**config.mk**
```make
export PLATFORM = sky130hd
export DESIGN_NAME = dmem_arbiter
export DESIGN_NICKNAME = d
export VERILOG_FILES = /design/src/rtl/dmem_arbiter_pkg.sv /design/src/rtl/dmem_arbiter_wait_counter.sv /design/src/rtl/dmem_arbiter.sv
export SDC_FILE = /design/constraint.sdc
export NUM_CORES = 1
export LEC_CHECK = 0
export ABC_AREA = 1
export CAP_MARGIN = 10
export CORE_AREA = 2 2 90 92
export CTS_CLUSTER_SIZE = 16
export DETAILED_ROUTE_END_ITERATION = 10
export DIE_AREA = 0 0 92 94
export PLACE_DENSITY = 0.88
export SLEW_MARGIN = 20
export SYNTH_ARGS = -nofsm -noshare
export SYNTH_HDL_FRONTEND = slang
export SYNTH_SLANG_ARGS = --single-unit
export TNS_END_PERCENT = 1
```
**constraint.sdc**
```tcl
create_clock -name clk -period 2.7 [get_ports clk]
set_input_delay 0.54 -clock clk [delete_from_list [all_inputs] [get_ports clk]]
set_output_delay 0.54 -clock clk [all_outputs]
set_load 0.1 [all_outputs]
```
**src/rtl/dmem_arbiter_pkg.sv**
```systemverilog
// Shared types and constants for the data-memory arbiter between the core
// load/store path and the debug/loader port.
package dmem_arbiter_pkg;

  typedef enum logic [1:0] {
    OWN_NONE,
    OWN_CORE,
    OWN_DBG
  } t_dmem_owner;

  localparam int DMEM_MAX_WAIT_DEFAULT = 4;
  localparam int DMEM_WAIT_W           = 4;

endpackage

```
**src/rtl/dmem_arbiter_wait_counter.sv**
```systemverilog
// Saturating starvation counter: counts consecutive cycles the debug port
// has been refused, stopping at sat_val.
module dmem_wait_counter
  import dmem_arbiter_pkg::*;
(
  input  logic                   clk,
  input  logic                   rst,
  input  logic                   inc,
  input  logic                   clr,
  input  logic [DMEM_WAIT_W-1:0] sat_val,
  output logic [DMEM_WAIT_W-1:0] cnt,
  output logic                   at_max
);

  logic [DMEM_WAIT_W-1:0] r_cnt;

  always_ff @(posedge clk) begin
    if (!rst) begin
      r_cnt <= '0;
    end else if (clr) begin
      r_cnt <= '0;
    end else if (inc && (r_cnt < sat_val)) begin
      r_cnt <= r_cnt + {{(DMEM_WAIT_W-1){1'b0}}, 1'b1};
    end
  end

  assign cnt    = r_cnt;
  assign at_max = (r_cnt == sat_val);

endmodule

```
**src/rtl/dmem_arbiter.sv**
```systemverilog
// Arbitrates the single-port data memory between the core (priority) and a
// debug/loader port that is guaranteed a slot after MAX_WAIT refused cycles.
module dmem_arbiter
  import dmem_arbiter_pkg::*;
#(
  parameter int ADDR_W   = 10,
  parameter int DATA_W   = 32,
  parameter int MAX_WAIT = DMEM_MAX_WAIT_DEFAULT
) (
  input  logic              clk,
  input  logic              rst,
  input  logic              core_req,
  input  logic              core_we,
  input  logic [ADDR_W-1:0] core_addr,
  input  logic [DATA_W-1:0] core_wdata,
  output logic [DATA_W-1:0] core_rdata,
  output logic              core_gnt,
  output logic              core_stall,
  input  logic              dbg_req,
  input  logic              dbg_we,
  input  logic [ADDR_W-1:0] dbg_addr,
  input  logic [DATA_W-1:0] dbg_wdata,
  output logic              dbg_gnt,
  output logic [DATA_W-1:0] dbg_rdata,
  output logic              dbg_rvalid,
  output logic              mem_we,
  output logic [ADDR_W-1:0] mem_addr,
  output logic [DATA_W-1:0] mem_wdata,
  input  logic [DATA_W-1:0] mem_rdata
);

  logic                   w_core_gnt;
  logic                   w_dbg_gnt;
  logic                   w_at_max;
  logic [DMEM_WAIT_W-1:0] w_wait_cnt;
  logic                   w_wait_inc;
  logic                   w_wait_clr;
  t_dmem_owner            r_owner;
  t_dmem_owner            w_owner_next;
  logic [DATA_W-1:0]      r_dbg_rdata;
  logic                   r_dbg_rvalid;

  // A withdrawn debug request forfeits its accumulated wait.
  assign w_wait_inc = dbg_req & ~w_dbg_gnt;
  assign w_wait_clr = w_dbg_gnt | ~dbg_req;

  dmem_wait_counter u_wait_counter (
    .clk     (clk),
    .rst     (rst),
    .inc     (w_wait_inc),
    .clr     (w_wait_clr),
    .sat_val (DMEM_WAIT_W'(MAX_WAIT)),
    .cnt     (w_wait_cnt),
    .at_max  (w_at_max)
  );

  // Grant decision; the core wins every contended cycle unless debug is starved.
  always_comb begin
    w_core_gnt = 1'b0;
    w_dbg_gnt  = 1'b0;
    if (rst) begin
      if (dbg_req && (!core_req || w_at_max)) begin
        w_dbg_gnt = 1'b1;
      end else if (core_req) begin
        w_core_gnt = 1'b1;
      end
    end
  end

  always_comb begin
    w_owner_next = OWN_NONE;
    if (w_core_gnt) begin
      w_owner_next = OWN_CORE;
    end else if (w_dbg_gnt) begin
      w_owner_next = OWN_DBG;
    end
  end

  always_ff @(posedge clk) begin
    if (!rst) begin
      r_owner <= OWN_NONE;
    end else begin
      r_owner <= w_owner_next;
    end
  end

  always_ff @(posedge clk) begin
    if (!rst) begin
      r_dbg_rdata  <= '0;
      r_dbg_rvalid <= 1'b0;
    end else begin
      r_dbg_rvalid <= w_dbg_gnt & ~dbg_we;
      if (w_dbg_gnt && !dbg_we) begin
        r_dbg_rdata <= mem_rdata;
      end
    end
  end

  always_comb begin
    mem_we    = 1'b0;
    mem_addr  = core_addr;
    mem_wdata = core_wdata;
    if (w_dbg_gnt) begin
      mem_we    = dbg_we;
      mem_addr  = dbg_addr;
      mem_wdata = dbg_wdata;
    end else if (w_core_gnt) begin
      mem_we    = core_we;
    end
  end

  assign core_gnt   = w_core_gnt;
  assign dbg_gnt    = w_dbg_gnt;
  assign core_stall = rst & core_req & ~w_core_gnt;
  assign core_rdata = mem_rdata;
  assign dbg_rdata  = r_dbg_rdata;
  assign dbg_rvalid = r_dbg_rvalid;

  a_grant_exclusive : assert property (@(posedge clk) !(w_core_gnt && w_dbg_gnt));
  a_rvalid_owner    : assert property (@(posedge clk) r_dbg_rvalid |-> (r_owner == OWN_DBG));
  a_wait_in_range   : assert property (@(posedge clk) w_wait_cnt <= DMEM_WAIT_W'(MAX_WAIT));

endmodule

```
==> flow_summary.toml, run 1 <==
[clocking]
cts_max_path_buffers = 2
htreeDepth = 2
numCtsBuffers = 5
insertion_delay_ps = 290
cts_sinks = 37
post_cts_buffers = 0
ctsResizeCount = 0
cts-root-buf = "clkbuf_8"
cts_hold_buf = 0
clk_pin_slew_ps = 80
cts_tree = "built"

[setup_path]
worstSetupPathType = "in2out"
arrival_ps = 2000
worstSetupStartpointType = "input pin"
timing.rr.start = "u_wait_counter.cnt[0]"
cp.required_ps = 2160
reg2reg_slack_ps = 900
path_max_fanout = 11
crit_path_start = "dbg_req"
cp-end-kind = "primary output"

[placed_design]
io_buffers = 232
gp_congestion = 0.8863
dp_hpwl_um = 8386
place_area_um2 = 5032

[timing]
tightest_slew_ps = 535.7
finalHoldViolations = 0
post-route-period-util_pct = 93.93
finClkSkew_ps = 9.562
max_freq_ghz = 0.3943
tns_ps = 0
maxSlewHeadroom_pct = 64.24
slew_viol_final = 0
period_needed_ps = 2536
finalSetupViolCount = 0
rsz0062_at_grt = "false"
hold_slack_ps = 468.5

[drt]
viasPerCell = 4.552
drc = 0
first_iter_violations = 141
totalWireLength_um = 10160
vias = 2936
drtPass1Iterations = 4
wire_per_inst_um = 15.74
postRouteAntennaNets = 0

[synthesis]
synth_edf_count = 0
syn_nets = 466
yosysUniqueCellTypes = 18
ys_ff_latch = 37
post-synth-top-count-cell = "nand2_1"
ys.warnings.count = 0
avgSynthCellArea_um2 = 6.219
synthTopCellsByArea = "dfxtp_1 35%, nand2_1 34%, buf_4 12%, nand3_1 8.7%, buf_2 1.9%"
synthFlopType = "dfxtp_1"
synth_commonest_cells = "195 x nand2_1, 37 x dfxtp_1, 37 x nand3_1"
synth_top_area_share_pct = 34.82
ys_async_sr_fraction_pct = 0
yosys.area.top_type = "dfxtp_1"
synth.cell_area_um2 = 2127
synthCells = 342
seq_area_frac_synth_pct = 34.82

[power_and_ir_drop]
power_density_nw_per_um2 = 478.0
power_frac_clock_pct = 19.5
internal_power_mw = 1.343
p_seq_share_pct = 23.4
ir_worst_vdd_mv = 0.4157
leakage_nw = 2.506
p_switching_mw = 1.117
comb_power_share_pct = 57.2
swShare_pct = 45.42

[global_routing]
antenna_found_initial = 0
grt_pass1_vias = 3032
grt_pass1_wl_um = 15480
overflow = 0
grt_max_degree = 34
grt_util_all_layers_pct = 23.09

[die]
die-area_um2 = 8648
start_util_pct = 27.96
io-pin-count = 233
coreArea_um2 = 7607
row_count = 32
die_w_um = 92
die_y_um = 94

[layout]
drive_gt1_share_pct = 25.05
seq_area_um2 = 740.7
area_delta_synth_final_pct = 142.0
multi_input_area_um2 = 1025
stdcell_area_um2 = 5147
antenna_cells = 0
fillers = 574
num-nets-final = 666

[outcome]
status = "complete, no violations"

[run]
maxCapViolations = 0

[worst_hold_path]
hp-class = "reg2reg"
hold_start = "dbg_rdata[16]"
==> state kept, by name, summed over array words and instances (netlist names) <==
name,count
dbg_rdata,32
dbg_rvalid,1
u_wait_counter.cnt,4
==> metal layers <==
metal	vias to the layer above	global-route usage [%]	wire, µm
li1	1416	-	-
met1	1325	23.68	3421
met2	179	43.14	5270
met3	16	8.587	1217
met4	0	7.836	246
met5	-	0	0
==> critical path, cell delays in order <==
cell             delay (ps)
clkdlybuf4s50_1         580
nand3_4                 120
inv_4                   150
buf_4                   190
nand2_1                  60
nand2_1                 150
buf_12                  200
==> cell families (layout without fill, tap and decap cells) <==
kind of cell | count (synthesis) | count (layout) | synth area share (%)
flip-flops | 37 | 37 | 34.82
adder cells (fa/ha/maj) | 2 | 2 | 1.176
XOR/XNOR | 1 | 1 | 0.4118
AND/OR/NAND/NOR | 239 | 239 | 45.47
buffers and inverters | 59 | 260 | 17.18
AO/OA/AOI/OAI | 4 | 4 | 0.9407
==> power by group through the flow <==
stage	Combinational (mW)	Sequential (mW)	Clock, mW
2_1_floorplan	0.698	0.715	0
3_3_place_gp	1.40	0.586	0
3_5_place_dp	1.41	0.587	0
4_1_cts	1.41	0.575	0.490
5_1_grt	1.44	0.577	0.517
6_report	1.41	0.575	0.479
==> worst paths after layout <==
| path | endpoint | cells after the start |
|---|---|---|
| setup reg to reg | dbg_rdata[19] | 10 |
| hold / removal | dbg_rdata[16] | 2 |
| setup / recovery | mem_addr[3] | 7 |
| hold reg to reg | dbg_rdata[16] | 2 |
==> layout make-up <==
cell class,instances,area share (%)
multi-input combinational,246,19.91
clock inverter,3,0.8994
sequential,37,14.39
inverter,9,0.7049
tap,102,2.479
timing repair buffer,243,60.28
clock buffer,5,1.337
==> per-stage QoR <==
stage | worst slack [ps] | cells | util (%) | power, mW
detailed placement | 178.6 | 637 | 66.15 | 1.994
global route | 92.36 | 645 | 67.66 | 2.538
CTS | 174.7 | 645 | 67.66 | 2.476
finish | 163.8 | 645 | 67.66 | 2.460
floorplan | -61.68 | 342 | - | 1.413
global placement | 209.8 | 637 | 66.15 | 1.981
==> cells in the final DEF (no fill, tap or decap) <==
cell type        count
a21oi_1              3
buf_12              78
buf_4               44
bufinv_16            1
clkbuf_8             5
clkdlybuf4s50_1    121
clkinv_4             1
clkinvlp_4           1
dfxtp_1             37
ha_1                 2
inv_1                7
inv_2                1
inv_4                1
nand2_1            195
nand2_2              1
nand2_4              1
nand3_1             37
nand3_4              1
nor2_1               4
o21ai_2              1
xor2_1               1
(Power assumes the default switching activity.)
==> run 2, diff against run 1 <==
--- a/config.mk
+++ b/config.mk
@@ -6,6 +6,7 @@
 export NUM_CORES = 1
 export LEC_CHECK = 0
 export ABC_AREA = 1
+export ABC_CLOCK_PERIOD_IN_PS = 3200
 export CAP_MARGIN = 10
 export CORE_AREA = 2 2 90 92
 export CTS_CLUSTER_SIZE = 16
==> constraint.sdc (replaced) <==
create_clock -name clk -period 3.2 [get_ports clk]
set_input_delay 0.64 -clock clk [delete_from_list [all_inputs] [get_ports clk]]
set_output_delay 0.64 -clock clk [all_outputs]
set_load 0.1 [all_outputs]
==> flow_summary.toml, run 2 (same netlist as run 1, synthesis figures left out) <==
[outcome]
status = "complete, no violations"

[placed_design]
place_area_um2 = 4594
io_buffers = 232
gp_congestion = 0.8821
dp_hpwl_um = 7812

[drt]
drtPass1Iterations = 4
wire_per_inst_um = 14.73
totalWireLength_um = 9426
postRouteAntennaNets = 0
viasPerCell = 4.452
drc = 0
vias = 2849
first_iter_violations = 80

[setup_path]
arrival_ps = 2150
path_max_fanout = 36
reg2reg_slack_ps = 940
worstSetupStartpointType = "input pin"
cp.required_ps = 2560
cp-end-kind = "primary output"
worstSetupPathType = "in2out"

[global_routing]
overflow = 0
grt_pass1_wl_um = 14320
grt_pass1_vias = 2862
grt_util_all_layers_pct = 21.16
grt_max_degree = 37
antenna_found_initial = 0

[clocking]
ctsResizeCount = 0
cts_max_path_buffers = 2
htreeDepth = 2
post_cts_buffers = 0
clk_pin_slew_ps = 70
numCtsBuffers = 5
insertion_delay_ps = 280
cts_sinks = 37
cts-root-buf = "clkbuf_8"
cts_tree = "built"
cts_hold_buf = 0

[die]
coreArea_um2 = 7607
io-pin-count = 233
start_util_pct = 27.96
row_count = 32
die-area_um2 = 8648
die_w_um = 92
die_y_um = 94

[power_and_ir_drop]
leakage_nw = 2.335
finalPower_mw = 1.994
ir_worst_vdd_mv = 0.3448
power_density_nw_per_um2 = 423.8

[layout]
largest_register_ffs = 32
area_delta_synth_final_pct = 121.2
seq_area_um2 = 740.7
drive_gt1_share_pct = 24.16
stdcell_area_um2 = 4706
final_common_cell = "nand2_1"
layout_common_cells = "195 x nand2_1, 121 x clkdlybuf4s50_1, 71 x buf_4, 46 x buf_12"
num-nets-final = 661
fillers = 630
antenna_cells = 0
multi_input_area_um2 = 1025

[timing]
period_needed_ps = 2792
finClkSkew_ps = 9.169
tightest_slew_ps = 512.2
tns_ps = 0
rsz0062_at_grt = "false"
slew_viol_final = 0
finalSetupViolCount = 0
maxSlewHeadroom_pct = 65.80
finalHoldViolations = 0
hold_slack_ps = 469.0
max_freq_ghz = 0.3581
post-route-period-util_pct = 87.26

[run]
maxCapViolations = 0

[worst_hold_path]
hp-class = "reg2reg"
-- run 2: cell types whose count changed in the layout (fill, tap and decap cells not counted) --
cell,change
buf_12,-32
clkinvlp_4,-1
buf_4,+27
clkbuf_1,+1
-- run 2: worst paths after layout --
path	start	to	cells after the start
max	rst	mem_we	7
min	dbg_rdata[10]	dbg_rdata[10]	2
max reg2reg	u_wait_counter.cnt[0]	dbg_rdata[19]	11
min reg2reg	dbg_rdata[10]	dbg_rdata[10]	2
-- run 2: final cells by class --
| cell class | count | share of cell area, % |
|---|---|---|
| repair buffers | 238 | 56.63 |
| flip-flops and latches | 37 | 15.74 |
| well taps | 102 | 2.712 |
| multi-input cells | 246 | 21.78 |
| clock buffers | 6 | 1.542 |
| clock inverters | 2 | 0.8242 |
| inverters | 9 | 0.7711 |
-- run 2: power breakdown --
part	switching, mW	leakage [nW]	internal, mW
combinational	0.744	1.98	0.367
sequential	0.00871	0.301	0.476
clock	0.164	0.0554	0.234
-- run 2: metal layers --
metal / vias to the layer above / part of all wire (%) / GRT usage, %
li1: 1411 / - / -
met1: 1247 / 36 / 21.51
met2: 166 / 49 / 38.60
met3: 25 / 11 / 7.624
met4: 0 / 4.1 / 9.950
met5: - / 0 / 0
-- run 2: worst max-delay path, stage by stage --
cell and delay, ps:
clkdlybuf4s50_1 530, buf_4 350, nand3_1 120, inv_1 140, nand2_1 80, o21ai_2 90
buf_12 200
-- run 2: through the flow --
step	setup slack, ps	utilization, %	instances
2_1_floorplan	238.3	-	342
3_3_place_gp	423.4	60.39	632
3_5_place_dp	369.6	60.39	632
4_1_cts	392.2	61.86	640
5_1_grt	316.2	61.86	640
6_report	407.7	61.86	640
==> run 3, diff against run 2 <==
--- a/config.mk
+++ b/config.mk
@@ -7,8 +7,9 @@
 export LEC_CHECK = 0
 export ABC_AREA = 1
 export ABC_CLOCK_PERIOD_IN_PS = 3200
-export CAP_MARGIN = 10
+export CAP_MARGIN = 0
 export CORE_AREA = 2 2 90 92
+export CTS_BUF_LIST = sky130_fd_sc_hd__clkbuf_16
 export CTS_CLUSTER_SIZE = 16
 export DETAILED_ROUTE_END_ITERATION = 10
 export DIE_AREA = 0 0 92 94
==> flow_summary.toml, run 3 (same netlist as run 1, synthesis figures left out) <==
[placed_design]
dp_slack_ps = 369.6
io_buffers = 232
place_area_um2 = 4594
gp_congestion = 0.8821
dp_hpwl_um = 7812

[timing]
slew_viol_final = 0
finalHoldViolations = 0
finClkSkew_ps = 7.071
maxSlewHeadroom_pct = 65.77
max_freq_ghz = 0.3580
fin_ws_ps = 406.4
period_needed_ps = 2794
rsz0062_at_grt = "false"
finalSetupViolCount = 0
post-route-period-util_pct = 87.30
tns_ps = 0
tightest_slew_ps = 512.6

[global_routing]
grt_util_all_layers_pct = 21.18
grt_pass1_vias = 2863
grt_pass1_wl_um = 14320
antenna_found_initial = 0
grt_max_degree = 37
overflow = 0

[power_and_ir_drop]
ir_worst_vdd_mv = 0.3389
comb_power_share_pct = 51.8
swShare_pct = 43.58
p_seq_share_pct = 22.7
internal_power_mw = 1.210
leakage_nw = 2.365
power_frac_clock_pct = 25.5
p_switching_uw = 934.5
power_density_nw_per_um2 = 450.3

[setup_path]
worstSetupStartpointType = "input pin"
worstSetupPathType = "in2out"
timing.rr.start = "u_wait_counter.cnt[0]"
cp-end-kind = "primary output"
cp.required_ps = 2560
cp_num_buf_inv = 4
arrival_ps = 2150
crit_family = "buffers and inverters"
crit_chain = "clkdlybuf4s50_1 > buf_4 > nand3_1 > inv_1 > nand2_1 > o21ai_2 > buf_12"
worstRegToRegCells = 11
slowest_stage = "clkdlybuf4s50_1"
cpPeakStageDelay_ps = 530
r2r_end = "dbg_rdata[19]"
reg2reg_slack_ps = 940
path_max_fanout = 36

[drt]
top_layer_used = "met4"
wl_met2_um = 4575
totalWireLength_um = 9450
drtPass1Iterations = 4
postRouteAntennaNets = 0
first_iter_violations = 73
vias = 2849
dr_wl_met3_um = 1060
drc = 0
met1_length_um = 3436
wire_per_inst_um = 14.77
viasPerCell = 4.452

[die]
die-area_um2 = 8648
die_w_um = 92
row_count = 32
coreArea_um2 = 7607
io-pin-count = 233
die_y_um = 94
start_util_pct = 27.96

[clocking]
insertion_delay_ps = 280
post_cts_buffers = 0
numCtsBuffers = 5
cts_hold_buf = 0
clk_pin_slew_ps = 50
htreeDepth = 2
ctsResizeCount = 0
cts_max_path_buffers = 2
cts_tree = "built"
cts-root-buf = "clkbuf_16"
cts_sinks = 37

[layout]
layout_common_cells = "195 x nand2_1, 121 x clkdlybuf4s50_1, 71 x buf_4, 46 x buf_12"
utilization_pct = 62.60
final_common_cell = "nand2_1"
drive_gt1_share_pct = 24.16
num-nets-final = 661
antenna_cells = 0
largest_register_ffs = 32
stdcell_area_um2 = 4762
area_delta_synth_final_pct = 123.9

[worst_hold_path]
hp-class = "reg2reg"
holdPathEnd = "dbg_rdata[10]"
hold_start = "dbg_rdata[10]"
min_path_cells = 2

[run]
maxCapViolations = 0

[outcome]
status = "complete, no violations"
run 3: cell types whose count changed in the layout (fill, tap and decap cells not counted):
cell       delta
clkbuf_8      -5
inv_1         +1
clkbuf_16     +5
clkbuf_1      -1
run 3: area by class of cell:
cell class                 instances  area [µm²]
clock inverter                     3       42.54
sequential                        37       740.7
clock buffer                       5       125.1
inverter                           9       36.28
fill                             629        2845
multi-input combinational        246        1025
timing repair buffer             238        2665
tap                              102       127.6
run 3: per-stage QoR:
step | cells | power (mW) | hold slack (ps)
after global placement | 632 | 1.601 | 443.3
after global routing | 640 | 2.213 | 494.3
after CTS | 640 | 2.165 | 469.2
final | 640 | 2.144 | 466.9
after detailed placement | 632 | 1.609 | 460.7
after floorplan | 342 | 1.192 | 430.1
run 3: worst max-delay path by stage:
stage	startpoint	endpoint	slack (ps)	cells after the start
finish	rst	mem_we	410	7
global route	core_req	mem_wdata[25]	320	8
CTS	rst	mem_we	390	7
detailed placement	core_req	dbg_rdata[21]	370	9
global placement	dbg_req	dbg_rdata[15]	420	8
floorplan	rst	mem_addr[0]	240	6
run 3: tightest hold or removal path: cells and delay by family (launching register included):
| family | cells | cell delay, ps |
|---|---|---|
| flip-flops | 1 | 300 |
| AND/OR/NAND/NOR | 2 | 120 |
run 3: power by group through the flow:
| stage | logic [mW] | clock network (mW) | registers (mW) |
|---|---|---|---|
| after detailed placement | 1.11 | 0 | 0.496 |
| after global routing | 1.14 | 0.583 | 0.487 |
| after CTS | 1.12 | 0.562 | 0.486 |
| after global placement | 1.11 | 0 | 0.494 |
| final | 1.11 | 0.547 | 0.486 |
| after floorplan | 0.589 | 0 | 0.603 |
run 3: per-layer routing:
| metal | GRT usage, % | vias up |
|---|---|---|
| met3 | 7.624 | 25 |
| met5 | 0 | - |
| met2 | 38.60 | 165 |
| met4 | 9.950 | 0 |
| met1 | 21.56 | 1247 |
| li1 | - | 1412 |
